===== src/rtl/fifo_pkg.sv =====
// Gray/binary pointer helpers shared by the write- and read-side FIFO pointer blocks.
// Values are zero-extended into ptr_word_t, so one definition serves any pointer width up to PTR_MAX_W.
package fifo_pkg;

  localparam int unsigned PTR_MAX_W = 32;

  typedef logic [PTR_MAX_W-1:0] ptr_word_t;

  function automatic ptr_word_t bin2gray(input ptr_word_t bin);
    return bin ^ (bin >> 1);
  endfunction

  // Prefix XOR from the MSB: bin[i] = ^gray[MSB:i]; the zero upper bits make this width-agnostic.
  function automatic ptr_word_t gray2bin(input ptr_word_t gray);
    ptr_word_t bin;
    bin = gray;
    for (int i = 1; i < int'(PTR_MAX_W); i++) begin
      bin = bin ^ (gray >> i);
    end
    return bin;
  endfunction

endpackage


===== src/rtl/fifo_wr_ptr.sv =====
// Write-side pointer and flag logic for an async FIFO: binary/Gray write pointer,
// full / almost_full / occupancy against the synchronized read pointer, and ack/overflow pulses.
module fifo_wr_ptr
  import fifo_pkg::*;
#(
  parameter int unsigned ADDR_WIDTH         = 4,
  parameter int unsigned ALMOST_FULL_THRESH = 2**ADDR_WIDTH - 2
) (
  input  logic                  clk,
  input  logic                  rst,
  input  logic                  wr_en,
  input  logic [ADDR_WIDTH:0]   rd_ptr_gray_sync,
  output logic [ADDR_WIDTH:0]   wr_ptr_gray,
  output logic [ADDR_WIDTH-1:0] wr_addr,
  output logic                  full,
  output logic                  almost_full,
  output logic [ADDR_WIDTH:0]   wr_count,
  output logic                  wr_ack,
  output logic                  overflow
);

  localparam int unsigned PTR_W = ADDR_WIDTH + 1;

  logic [PTR_W-1:0] wr_bin;
  logic [PTR_W-1:0] wr_bin_next_c;
  logic [PTR_W-1:0] wr_gray_next_c;
  logic [PTR_W-1:0] rd_bin_c;
  logic [PTR_W-1:0] rd_gray_full_c;
  logic [PTR_W-1:0] count_next_c;
  logic             wr_accept_c;
  logic             full_next_c;
  logic             almost_full_next_c;

  // Next-state pointer and flags, all derived from the post-write pointer.
  always_comb begin
    wr_accept_c        = 1'b0;
    wr_bin_next_c      = wr_bin;
    wr_gray_next_c     = '0;
    rd_bin_c           = '0;
    rd_gray_full_c     = '0;
    count_next_c       = '0;
    full_next_c        = 1'b0;
    almost_full_next_c = 1'b0;

    wr_accept_c    = wr_en & ~full;
    wr_bin_next_c  = wr_bin + PTR_W'(wr_accept_c);
    wr_gray_next_c = PTR_W'(bin2gray(PTR_MAX_W'(wr_bin_next_c)));
    rd_bin_c       = PTR_W'(gray2bin(PTR_MAX_W'(rd_ptr_gray_sync)));
    count_next_c   = wr_bin_next_c - rd_bin_c;

    // Full when the write pointer is exactly one lap ahead: Gray form inverts the two MSBs.
    rd_gray_full_c     = rd_ptr_gray_sync ^ (PTR_W'(3) << (PTR_W - 2));
    full_next_c        = (wr_gray_next_c == rd_gray_full_c);
    almost_full_next_c = (count_next_c >= PTR_W'(ALMOST_FULL_THRESH));
  end

  always_ff @(posedge clk) begin
    if (rst) begin
      wr_bin      <= '0;
      wr_ptr_gray <= '0;
      full        <= 1'b0;
      almost_full <= 1'b0;
      wr_count    <= '0;
      wr_ack      <= 1'b0;
      overflow    <= 1'b0;
    end else begin
      wr_bin      <= wr_bin_next_c;
      wr_ptr_gray <= wr_gray_next_c;
      full        <= full_next_c;
      almost_full <= almost_full_next_c;
      wr_count    <= count_next_c;
      wr_ack      <= wr_accept_c;
      overflow    <= wr_en & full;
    end
  end

  assign wr_addr = wr_bin[ADDR_WIDTH-1:0];

endmodule


===== config.mk =====
export PLATFORM = sky130hd
export DESIGN_NAME = fifo_wr_ptr
export DESIGN_NICKNAME = d
export VERILOG_FILES = /design/src/rtl/fifo_pkg.sv /design/src/rtl/fifo_wr_ptr.sv
export SDC_FILE = /design/constraint.sdc
export NUM_CORES = 1
export LEC_CHECK = 0
export ABC_AREA = 1
export CORE_MARGIN = 1
export CORE_UTILIZATION = 30
export CTS_CLUSTER_SIZE = 16
export DETAILED_ROUTE_END_ITERATION = 7
export MAX_ROUTING_LAYER = met4
export SETUP_SLACK_MARGIN = 0.02
export SLEW_MARGIN = 20
export SYNTH_ARGS = -nofsm -noshare
export SYNTH_HDL_FRONTEND = slang
export SYNTH_SLANG_ARGS = --single-unit

===== constraint.sdc =====
create_clock -name clk -period 2.4 [get_ports clk]
set_input_delay 0.48 -clock clk [delete_from_list [all_inputs] [get_ports clk]]
set_output_delay 0.48 -clock clk [all_outputs]
set_load 0.02 [all_outputs]

==> impl_metrics.yaml, run 1 <==
synth:
  syn_avg_cell_area_um2: 7.262
  synth_top_area_share: 0.3596
  ys_ff_latch: 18
  synth.distinct_cells: 23
  ys_top_cells_by_area: "dfxtp_1 36%, nand2_1 13%, nand3_1 8.0%"
  syn-num-nets: 153
  synth-main-ff-cell: "dfxtp_1"
  yosysTopAreaCell: "dfxtp_1"
  synth-edff-count: 0
  synth_area_mm2: 0.001002
  synth-seq-area-share: 0.3596
  syn_inst: 138
  async_reset_ff_frac: 0
  yosysWarnings: 0
timing:
  min_period_ns: 2.149
  slew_viol_final: 0
  fin_skew_ns: 0.002815
  slew_headroom: 0.7673
  rsz0062_at_grt: "no"
  final-hold-violation-count: 0
  timing.final.setup_violations: 0
  fmax_mhz: 465.3
  holdWs_ns: 0.4425
  worst_pin_slew_ns: 0.3486
  period_share: 0.8955
place:
  routabilityCongestion: 0.7507
  port_buffers: 25
  hpwl_mm: 1.817
  placed_cell_area_mm2: 0.001450
cts:
  h-tree-depth: 1
  holdBufCountCts: 0
  path_clk_slew_ns: 0.11
  clk_latency_ns: 0.30
  cts_tree: "yes"
  cts_buffer_depth: 2
  cts-buffers-inserted: 3
  cts.sinks: 18
  cts_root_buf: "clkbuf_4"
routing:
  post_drt_wl_per_cell_um: 10.97
  vias_per_cell: 4.517
  ant_nets: 0
  drc: 0
  wl_mm: 2.524
  vias: 1039
  dr.pass1.iters: 4
  drt_iter0_drc: 15
setup_path:
  r2r_start: "full"
  path_buf_inv: 3
  path_delay_family: "XOR/XNOR gates"
  crit_slowest_cell: "fa_2"
  ff2ff_setup_slack_ns: 0.39
  required_ns: 2.66
  cp-end-kind: "flip-flop"
  crit_type: "in -> reg"
  critPathLaunchType: "primary input"
  crit_arrival_ns: 2.40
  max_stage_delay_ns: 0.40
  r2r_end: "almost_full"
  crit_chain: "clkbuf_2 -> xnor2_2 -> xor2_2 -> xor2_1 -> inv_1 -> ha_4 -> fa_2 -> buf_4 -> xor2_2 -> nor2_1 -> nand4_1 -> nand2_1"
  path_common_cell: "xor2_2"
  crit_path_max_fanout: 2
  r2r_cells: 10
global_routing:
  grt_max_degree: 16
  grt_use_total: 0.1478
  use_met1: 0.1596
  grt_use_met2: 0.2492
  grt_overflow: 0
  grt_util_met3: 0.02814
  busiest_layer: "met2"
  antenna_found_initial: 0
  grt_pass1_wl_mm: 3.726
  grt_pass1_vias: 961
worst_hold_path:
  hold_class: "in -> reg"
  hold_path_depth: 3
  hold_start: "wr_en"
  hold_path_end: "overflow"
floorplanning:
  die_x_um: 59.80
  die_y_um: 59.80
  initial_core_util: 0.3230
  rows: 20
  core_mm2: 0.003103
  io_pins: 26
  dieArea_mm2: 0.003576
power_and_ir_drop:
  irDropWorstVdd_mv: 0.2551
  leakage_nw: 0.7554
  power_uw: 967.7
  pwr_density_cell_mw_per_mm2: 601.9
final_layout:
  drive_gt1_frac: 0.2957
  diodes: 0
  nFillCells: 318
  syn_to_final_growth_pct: 60.42
  final_area_mm2: 0.001608
  finalNetCount: 202
job:
  drv_cap: 0
outcome:
  status: "finished, final reports clean"
==> power breakdown <==
part	internal [mW]	leakage (nW)	switching [mW]	total, mW
sequential	0.332	0.148	0.0143	0.346
combinational	0.222	0.587	0.205	0.427
clock	0.0926	0.0210	0.102	0.195
total	0.646	0.755	0.322	0.968
==> cell usage after synthesis (2+ instances only) <==
cell / count
xor2_1: 3
nor2_1: 15
nand2_2: 3
nand4_1: 3
nand3_1: 16
inv_1: 19
dfxtp_1: 18
nand2_1: 34
ha_1: 6
a21oi_1: 5
xor2_2: 2
clkbuf_1: 2
nand3b_1: 2
==> layout by cell type, fill, tap and decap left out, drive strengths merged <==
master and n:
nand2 37, buf 22, inv 20, clkdlybuf4s50 19, dfxtp 18, nand3 16, nor2 15, ha 6
clkbuf 6, a21oi 5, xor2 5, dlymetal6s2s 4, nand4 3, o21ai 2, nand3b 2, xnor2 1
o211ai 1, or2 1, nor3 1, a21o 1, fa 1
==> registers in the layout, indices dropped and copies added, names as in the netlist <==
name         cells
full             1
almost_full      1
wr_ptr_gray      4
wr_bin           5
wr_ack           1
wr_count         5
overflow         1
==> per-layer routing <==
metal | vias up | part of all wire
met4 | 0 | 0.022
met1 | 480 | 0.47
met2 | 25 | 0.47
li1 | 527 | -
met3 | 7 | 0.037
met5 | - | 0
==> final cells by class <==
| cell class | count | area [um^2] | share of cell area |
|---|---|---|---|
| Inverter | 20 | 77.57 | 0.04825 |
| Clock buffer | 4 | 36.28 | 0.02257 |
| Sequential cell | 18 | 360.3 | 0.2241 |
| Multi-Input combinational cell | 97 | 663.1 | 0.4125 |
| Tap cell | 44 | 55.05 | 0.03424 |
| Timing Repair Buffer | 47 | 415.4 | 0.2584 |
==> worst min-delay path, stage by stage <==
cell	delay, ns
dlymetal6s2s_1	0.14
nand2_1	0.07
nor2_1	0.03
==> how the worst max path moves through the flow <==
stage	start	endpoint	depth (start not counted)
3_5_place_dp	rd_ptr_gray_sync[4]	almost_full	12
6_report	rd_ptr_gray_sync[4]	almost_full	12
3_3_place_gp	rd_ptr_gray_sync[4]	almost_full	12
4_1_cts	wr_en	almost_full	12
2_1_floorplan	rd_ptr_gray_sync[4]	almost_full	11
5_1_grt	rd_ptr_gray_sync[4]	almost_full	12
==> repair_timing <==
action,in CTS,in global routing
gates resized for setup,8,28
buffers inserted,0,1
pin swaps,2,17
setup endpoints to repair,4,3
==> per-stage QoR <==
step / utilization / setup TNS, ns / setup WS [ns] / cells
after global routing: 0.5181 / 0 / 0.08480 / 230
after detailed placement: 0.4673 / -1.964 / -0.5097 / 225
final: 0.5181 / 0 / 0.2507 / 230
after CTS: 0.4843 / 0 / 0.04421 / 229
after global placement: 0.4673 / -1.773 / -0.4510 / 225
after floorplan: - / 0 / 0.08545 / 138
==> cells by family after synthesis <==
kind of cell             share of synthesized area
AND/OR/NAND/NOR                             0.3271
buffers and inverters                      0.08989
flip-flops                                  0.3596
AO/OA/AOI/OAI                              0.05368
adder cells (fa/ha/maj)                    0.09488
XOR/XNOR                                   0.07491
Power figures use the tool's default switching activity.
==> inputs of run 2 (changes only) <==
--- a/config.mk
+++ b/config.mk
@@ -10,7 +10,9 @@
 export CORE_UTILIZATION = 30
 export CTS_CLUSTER_SIZE = 16
 export DETAILED_ROUTE_END_ITERATION = 7
+export GPL_ROUTABILITY_DRIVEN = 0
 export MAX_ROUTING_LAYER = met4
+export PLACE_DENSITY = 0.65
 export SETUP_SLACK_MARGIN = 0.02
 export SLEW_MARGIN = 20
 export SYNTH_ARGS = -nofsm -noshare
==> run 2 against run 1 <==
Total power shrank 2.4%. Highest routed layer unchanged. Non-clock buffer count grew 2. Combinational power shrank 6.1%. Largest power group unchanged. Utilization shrank 1.1 points. Cell area shrank 2.2%. Clock skew grew 0.0075 ns. Clock-buffer cell count is the same. Via count shrank 1.5%. Setup slack lost 0.13 ns.
==> impl_metrics.yaml, run 2 (same netlist as run 1, synthesis figures left out) <==
final_layout:
  finalNetCount: 204
  nFillCells: 301
  reg_top3: "wr_bin x5, wr_count x5, wr_ptr_gray x4"
  syn_to_final_growth_pct: 56.93
  final_common_cell: "nand2_1"
  drive_gt1_frac: 0.2500
  diodes: 0
  layout_common_cells: "32 x nand2_1, 23 x buf_4, 22 x clkdlybuf4s50_1"
timing:
  slew_headroom: 0.7837
  holdWs_ns: 0.5013
  fmax_mhz: 438.5
  worst_pin_slew_ns: 0.3240
  min_period_ns: 2.280
  rsz0062_at_grt: "no"
  slew_viol_final: 0
  timing.final.setup_violations: 0
  final-hold-violation-count: 0
  period_share: 0.9501
  fin_skew_ns: 0.01034
  fin_tns_setup_ns: 0
global_routing:
  antenna_found_initial: 0
  grt_max_degree: 11
  grt_use_total: 0.1541
  grt_pass1_vias: 907
  grt_pass1_wl_mm: 3.822
  grt_overflow: 0
routing:
  drc: 0
  wl_mm: 2.379
  vias: 1023
  ant_nets: 0
  dr.pass1.iters: 4
  vias_per_cell: 4.409
  post_drt_wl_per_cell_um: 10.25
  drt_iter0_drc: 33
setup_path:
  crit_type: "in -> reg"
  required_ns: 2.62
  crit_path_max_fanout: 2
  crit_slowest_cell: "clkdlybuf4s50_1"
  max_stage_delay_ns: 0.43
  cp-end-kind: "flip-flop"
  crit_chain: "clkdlybuf4s50_1 -> inv_2 -> nor2_4 -> ha_2 -> inv_1 -> ha_1 -> fa_2 -> buf_4 -> xor2_1 -> nor2_1 -> nand4_1 -> nand2_1"
  crit_arrival_ns: 2.50
  critPathLaunchType: "primary input"
power_and_ir_drop:
  irDropWorstVdd_mv: 0.1862
  pwr_density_cell_mw_per_mm2: 600.6
  leakage_nw: 0.7457
  power_uw: 944.7
place:
  port_buffers: 25
  hpwl_mm: 1.901
cts:
  holdBufCountCts: 0
  path_clk_slew_ns: 0.12
  cts_buffer_depth: 2
  cts.sinks: 18
  cts_tree: "yes"
  h-tree-depth: 1
  cts_root_buf: "clkbuf_4"
  cts-buffers-inserted: 3
  clk_latency_ns: 0.31
worst_hold_path:
  hold_class: "reg -> reg"
floorplanning:
  rows: 20
  core_mm2: 0.003103
  dieArea_mm2: 0.003576
  io_pins: 26
  die_x_um: 59.80
  initial_core_util: 0.3230
  die_y_um: 59.80
job:
  drv_cap: 0
outcome:
  status: "finished, final reports clean"
-- run 2: layout make-up --
type                            count  area (um^2)  area share
Sequential cell                    18        360.3      0.2291
Clock buffer                        4        36.28     0.02307
Inverter                           20        75.07     0.04773
Tap cell                           44        55.05     0.03500
Multi-Input combinational cell     97        611.8      0.3890
Timing Repair Buffer               49        434.2      0.2761
-- run 2: report_power, final --
group,internal (mW),leakage (nW),switching (mW)
clock,0.0927,0.0210,0.105
combinational,0.212,0.577,0.189
sequential,0.332,0.148,0.0141
total,0.636,0.746,0.309
-- run 2: final timing paths --
check                           start  slack (ns)  cells after the start     endpoint
worst max-delay path            wr_en        0.12                     12  almost_full
worst min-delay path             full        0.50                      2     overflow
worst max register to register   full        0.38                     10  almost_full
worst min register to register   full        0.50                      2     overflow
-- run 2: per-layer routing --
layer	global-route usage	up-vias	share of wire
met3	0.02597	4	0.036
li1	-	532	-
met2	0.2556	29	0.51
met5	-	-	0
met1	0.1709	458	0.44
met4	0.09635	0	0.019
-- run 2: what timing repair did --
action,4_1_cts,5_1_grt
endpoints found under the setup margin,4,4
resized for setup,9,10
setup buffers,1,1
pin swaps,2,4
-- run 2: critical path, delay by kind of cell --
family / cells / cell delay (ns)
xor gates and xnor gates: 1 / 0.16
adders and majority gates: 3 / 0.90
and+or+nand+nor: 4 / 0.24
buffers and inverters: 4 / 0.71
-- run 2: metrics by stage --
step	utilization	instances	worst slack [ns]	cell area, um^2
after global placement	0.4698	226	-0.4360	1458
after detailed placement	0.4698	226	-0.5062	1458
after floorplan	-	138	0.08545	1002
after CTS	0.4915	231	0.03615	1525
final	0.5069	232	0.1197	1573
after global routing	0.5069	232	0.02912	1573
